**src/rtl/imem_loader_pkg.sv**
```systemverilog
// ============================================================================
//  Module      : imem_loader_pkg
//  Description : Shared types and constants for the instruction-memory
//                byte-stream loader.
//  Revision    : 1.0 - initial release
// ============================================================================
`default_nettype none

package imem_loader_pkg;

  // Loader control states
  typedef enum logic [2:0] {
    IDLE   = 3'd0,
    LEN_HI = 3'd1,
    LEN_LO = 3'd2,
    DATA   = 3'd3,
    CSUM   = 3'd4,
    DONE   = 3'd5,
    ERR    = 3'd6
  } loader_state_t;

  // Bytes assembled into one instruction word (MSB first)
  localparam int BYTES_PER_WORD = 4;

endpackage : imem_loader_pkg

`default_nettype wire

```
**src/rtl/imem_loader.sv**
```systemverilog
// ============================================================================
//  Module      : imem_loader
//  Description : Accepts a framed byte stream (16-bit word count, 4 bytes per
//                word MSB-first, XOR checksum byte), writes the assembled
//                32-bit words into the instruction memory at addresses 0..N-1,
//                stalls the processor during the load and reports done/err.
//  Revision    : 1.0 - initial release
// ============================================================================
`default_nettype none

module imem_loader
  import imem_loader_pkg::*;
#(
  parameter int ADDR_W = 8
) (
  input  logic              clk,
  input  logic              rst_n,
  input  logic              start,
  input  logic              in_valid,
  input  logic [7:0]        in_data,
  output logic              in_ready,
  output logic              wr_en,
  output logic [ADDR_W-1:0] wr_addr,
  output logic [31:0]       wr_data,
  output logic              cpu_hold,
  output logic              busy,
  output logic              done,
  output logic              err
);

  // Largest legal word count; 17 bits so 2^16 is representable
  localparam logic [16:0] c_MAX_LEN = 17'd1 << ADDR_W;
  localparam logic [1:0]  c_LAST_IDX = 2'(BYTES_PER_WORD - 1);

  loader_state_t     r_state;
  logic [7:0]        r_len_hi;
  logic [16:0]       r_remain;
  logic [1:0]        r_idx;
  logic [23:0]       r_shift;
  logic [7:0]        r_xor;
  logic              r_wr_en;
  logic [ADDR_W-1:0] r_wr_addr;
  logic [31:0]       r_wr_data;
  logic              r_cpu_hold;
  logic              r_done;
  logic              r_err;

  logic              w_active;
  logic              w_accept;
  logic [15:0]       w_len;
  logic [31:0]       w_word;

  // Stream-consuming states; ready depends on the state register only
  assign w_active = (r_state == LEN_HI) || (r_state == LEN_LO) ||
                    (r_state == DATA)   || (r_state == CSUM);
  assign w_accept = in_valid && w_active;
  assign w_len    = {r_len_hi, in_data};
  assign w_word   = {r_shift, in_data};

  // Frame parser, word assembler, write issue and status flags
  always_ff @(posedge clk or negedge rst_n) begin
    if (!rst_n) begin
      r_state    <= IDLE;
      r_len_hi   <= 8'd0;
      r_remain   <= 17'd0;
      r_idx      <= 2'd0;
      r_shift    <= 24'd0;
      r_xor      <= 8'd0;
      r_wr_en    <= 1'b0;
      r_wr_addr  <= '0;
      r_wr_data  <= 32'd0;
      r_cpu_hold <= 1'b0;
      r_done     <= 1'b0;
      r_err      <= 1'b0;
    end else begin
      r_wr_en <= 1'b0;
      // Address advances in the cycle after each write; wraps naturally
      if (r_wr_en) begin
        r_wr_addr <= r_wr_addr + ADDR_W'(1);
      end

      case (r_state)
        IDLE, DONE, ERR: begin
          if (start) begin
            r_state    <= LEN_HI;
            r_xor      <= 8'd0;
            r_idx      <= 2'd0;
            r_wr_addr  <= '0;
            r_cpu_hold <= 1'b1;
            r_done     <= 1'b0;
            r_err      <= 1'b0;
          end
        end

        LEN_HI: begin
          if (w_accept) begin
            r_len_hi <= in_data;
            r_xor    <= r_xor ^ in_data;
            r_state  <= LEN_LO;
          end
        end

        LEN_LO: begin
          if (w_accept) begin
            r_xor <= r_xor ^ in_data;
            if ({1'b0, w_len} > c_MAX_LEN) begin
              r_state <= ERR;
              r_err   <= 1'b1;
            end else if (w_len == 16'd0) begin
              r_state <= CSUM;
            end else begin
              r_state  <= DATA;
              r_remain <= {1'b0, w_len};
              r_idx    <= 2'd0;
            end
          end
        end

        DATA: begin
          if (w_accept) begin
            r_xor   <= r_xor ^ in_data;
            r_shift <= w_word[23:0];
            r_idx   <= r_idx + 2'd1;
            if (r_idx == c_LAST_IDX) begin
              r_wr_en   <= 1'b1;
              r_wr_data <= w_word;
              r_remain  <= r_remain - 17'd1;
              if (r_remain == 17'd1) begin
                r_state <= CSUM;
              end
            end
          end
        end

        CSUM: begin
          if (w_accept) begin
            if (in_data == r_xor) begin
              r_state    <= DONE;
              r_done     <= 1'b1;
              r_cpu_hold <= 1'b0;
            end else begin
              // Processor stays held: the image in memory is invalid
              r_state <= ERR;
              r_err   <= 1'b1;
            end
          end
        end

        default: r_state <= IDLE;
      endcase
    end
  end

  assign in_ready = w_active;
  assign busy     = w_active;
  assign wr_en    = r_wr_en;
  assign wr_addr  = r_wr_addr;
  assign wr_data  = r_wr_data;
  assign cpu_hold = r_cpu_hold;
  assign done     = r_done;
  assign err      = r_err;

endmodule : imem_loader

`default_nettype wire

```
**config.mk**
```make
export PLATFORM = sky130hd
export DESIGN_NAME = imem_loader
export DESIGN_NICKNAME = d
export VERILOG_FILES = /design/src/rtl/imem_loader_pkg.sv /design/src/rtl/imem_loader.sv
export SDC_FILE = /design/constraint.sdc
export NUM_CORES = 1
export LEC_CHECK = 0
export BUFFER_PORTS_ARGS = -buffer_cell sky130_fd_sc_hd__clkbuf_2
export CAP_MARGIN = 20
export CELL_PAD_IN_SITES_DETAIL_PLACEMENT = 0
export CELL_PAD_IN_SITES_GLOBAL_PLACEMENT = 1
export CORE_UTILIZATION = 41
export DETAILED_ROUTE_END_ITERATION = 6
export PLACE_DENSITY_LB_ADDON = 0.12
export SLEW_MARGIN = 10
export SYNTH_ARGS = -nofsm -noshare
export SYNTH_HDL_FRONTEND = slang
export SYNTH_SLANG_ARGS = --single-unit
```
**constraint.sdc**
```tcl
create_clock -name clk -period 2 [get_ports clk]
set_input_delay 0 -clock clk [delete_from_list [all_inputs] [get_ports clk]]
set_output_delay 0 -clock clk [all_outputs]
set_load 0.02 [all_outputs]
```
==> impl_metrics.toml <==
[run_status]
status = "finished, final reports clean"

[timing]
setup_ws_ns = 0.0576
max_freq_mhz = 515
setup_tns_ns = 0
slew_violations = 0
worst_pin_slew_ns = 0.464
fin_crit_sh_pct = 97.1
hold_slack_ns = 0.0284
final_hold_viol_count = 0
post-route-min-period_ns = 1.94
setup_viol = 0
rsz0062_at_grt = "no"
fin_skew_ns = 0.00588
max_slew_margin_pct = 69.1

[hold_path]
hold_class = "input pin to flip-flop"

[placement]
routabilityCongestion = 0.810
dp_slack_ns = -0.0345
dpl_cell_area_sq_um = 5700
numPortBuffers = 57
dp.cells = 724
post-dp-hpwl_um = 8360

[setup_path]
arrival_ns = 2.18
critical_path_class = "flip-flop to flip-flop"
critPathLaunchType = "flip-flop"
max_stage_delay_ns = 0.46
required_ns = 2.23
cp_max_fo = 7
end_kind = "flip-flop"
worstPathCellList = "or3_1 -> nor3_4 -> nand4_4 -> and2_2 -> o22a_1"
cp_slowest_cell = "or3_1"

[floorplanning]
die-area_sq_um = 12700
die_h_um = 113
initial_core_util_pct = 42.0
io_pins = 58
row_count = 40
core_area_sq_um = 12000
die_w_um = 113

[cells_and_area]
final_area_sq_um = 6060
areaGrowthSynthToFinish_pct = 20.7
multi_input_area_sq_um = 2260
nFillCells = 1158
nets = 605
antenna_cells = 0
regArea_sq_um = 2650
stdcell_count = 741
final_util_pct = 50.6
drive_above_1_share_pct = 27.8

[drt]
drtPass1Iterations = 4
totalWireLength_um = 11900
detail-route-antenna-nets = 0
route.vias.total = 3936
avgRoutedWirePerCell_um = 16.0
drc = 0
vias_per_cell = 5.31
drt_iter0_drc = 268

[global_route]
grt_max_degree = 79
antenna_found_initial = 0
grt_pass1_vias = 4005
grtUsageTotal_pct = 20.4
overflow = 0
grt_pass1_wl_um = 20200

[clocking]
clk_pin_slew_worst_paths_ns = 0.07
post_cts_buffers = 0
clock-sinks = 106
cts_max_path_buffers = 2
insertion_delay_ns = 0.35
root_buffer = "clkbuf_16"
cts-htree-levels = 3
cts_made_buffers = 9
cts_tree = "done"

[synth]
avgSynthCellArea_sq_um = 9.96
ys_warn_count = 0
synthDistinctLibCells = 65
syn_area_sq_um = 5020
synth_nets = 520
synth-edff-count = 0
ys.flop_type = "dfrtp_1"
synth-async-reset-ratio_pct = 100
ys_seq_area_share_pct = 52.9
ys_ff_latch = 106
netlist_instances = 504

[power_and_ir_drop]
p_total_mw = 8.00
p_per_area_nw_per_um2 = 1320
leakage_nw = 2.92
peakVddDrop_mv = 0.485

[run]
cap_violations = 0
## cell usage after synthesis, types with 2 or more instances
master / n / area [sq um]
a21oi_1: 15 / 75.1
a221o_1: 2 / 20.0
a221oi_1: 2 / 17.5
a22o_1: 2 / 17.5
a22oi_1: 3 / 22.5
a31oi_1: 11 / 68.8
and2_1: 3 / 18.8
and3_1: 2 / 12.5
buf_2: 2 / 10.0
buf_4: 3 / 22.5
clkbuf_1: 16 / 60.1
dfrtp_1: 106 / 2650
ha_1: 4 / 50.1
inv_1: 12 / 45.0
mux2_2: 33 / 372
mux2i_1: 3 / 30.0
nand2_1: 108 / 405
nand2b_1: 16 / 100
nand3_1: 8 / 40.0
nand3b_1: 2 / 15.0
nand4_1: 6 / 37.5
nor2_1: 39 / 146
nor2b_1: 2 / 12.5
nor3_1: 9 / 45.0
nor3_2: 2 / 20.0
nor4_1: 4 / 25.0
o2111ai_1: 2 / 17.5
o211ai_1: 2 / 15.0
o21a_1: 2 / 15.0
o21ai_0: 28 / 140
o21bai_1: 2 / 15.0
o22a_1: 4 / 35.0
o22ai_1: 4 / 25.0
o31ai_1: 2 / 15.0
or3_1: 3 / 18.8
or4_1: 4 / 30.0
or4_4: 2 / 22.5
xnor2_1: 3 / 26.3
xor2_1: 5 / 43.8
## cell type report
type                    instances  area share (%)
clock buffers                  11            4.01
multi-input cells             362            37.4
repair buffers                 97            10.2
well taps                     147            3.04
flip-flops and latches        106            43.8
inverters                      13           0.806
clock inverters                 5           0.785
## flip-flops by register name (all words and copies together), names as in the netlist, 2 cells and up
name	count
r_shift	24
wr_addr	8
r_len_hi	8
r_remain	17
r_idx	2
r_state	3
r_xor	8
wr_data	32
## power by group
group / total, mW / internal, mW / switching, mW
clock: 1.72 / 0.902 / 0.820
combinational: 2.86 / 1.30 / 1.57
sequential: 3.41 / 2.84 / 0.571
total: 8.00 / 5.04 / 2.96
## final timing paths
path,startpoint,endpoint,slack [ns],depth (start not counted)
setup / recovery,r_len_hi[3],r_remain[6],0.06,5
hold / removal,in_data[6],wr_data[6],0.03,4
setup reg to reg,r_len_hi[3],r_remain[6],0.06,5
hold reg to reg,r_shift[20],wr_data[28],0.47,2
max in group asynchronous,rst_n,r_remain[16],1.14,3
min in group asynchronous,rst_n,wr_data[26],0.10,2
## repair_timing
action,4_1_cts,5_1_grt
pin swaps,0,1
hold buffers,1,0
gates resized for setup,2,8
endpoints found under the setup margin,8,18
hold endpoints to repair,28,0
## placed cells by master, fill, tap and decap left out, types with 6 or more instances in the layout
| master | netlist | final |
|---|---|---|
| nand2_1 | 108 | 108 |
| dfrtp_1 | 106 | 106 |
| clkbuf_2 | 1 | 56 |
| nor2_1 | 39 | 39 |
| buf_4 | 3 | 38 |
| mux2_2 | 33 | 32 |
| o21ai_0 | 28 | 28 |
| nand2b_1 | 16 | 16 |
| a21oi_1 | 15 | 15 |
| inv_1 | 12 | 12 |
| a31oi_1 | 11 | 11 |
| clkbuf_16 | 0 | 9 |
| nor3_1 | 9 | 8 |
| nand3_1 | 8 | 7 |
| nand4_1 | 6 | 6 |
## cell families (layout without fill, tap and decap cells)
group	Yosys count	after routing	synth area share [%]
adder cells (fa/ha/maj)	5	5	1.20
XOR/XNOR	8	8	1.40
buffers and inverters	36	126	3.14
AO/OA/AOI/OAI	94	94	12.6
multiplexers	37	37	8.30
AND/OR/NAND/NOR	218	218	20.5
flip-flops	106	106	52.9
## critical path, delay by kind of cell, from the launching register on
kind	cells	cell delay, ns
flops	1	0.44
compound gates	1	0.22
simple gates	4	1.17
## layer usage
| metal | wire (um) | GRT usage (%) |
|---|---|---|
| met3 | 292 | 2.92 |
| met5 | 0 | 0 |
| met4 | 180 | 7.47 |
| met2 | 5590 | 33.0 |
| met1 | 5830 | 27.8 |
(Power assumes the default switching activity.)
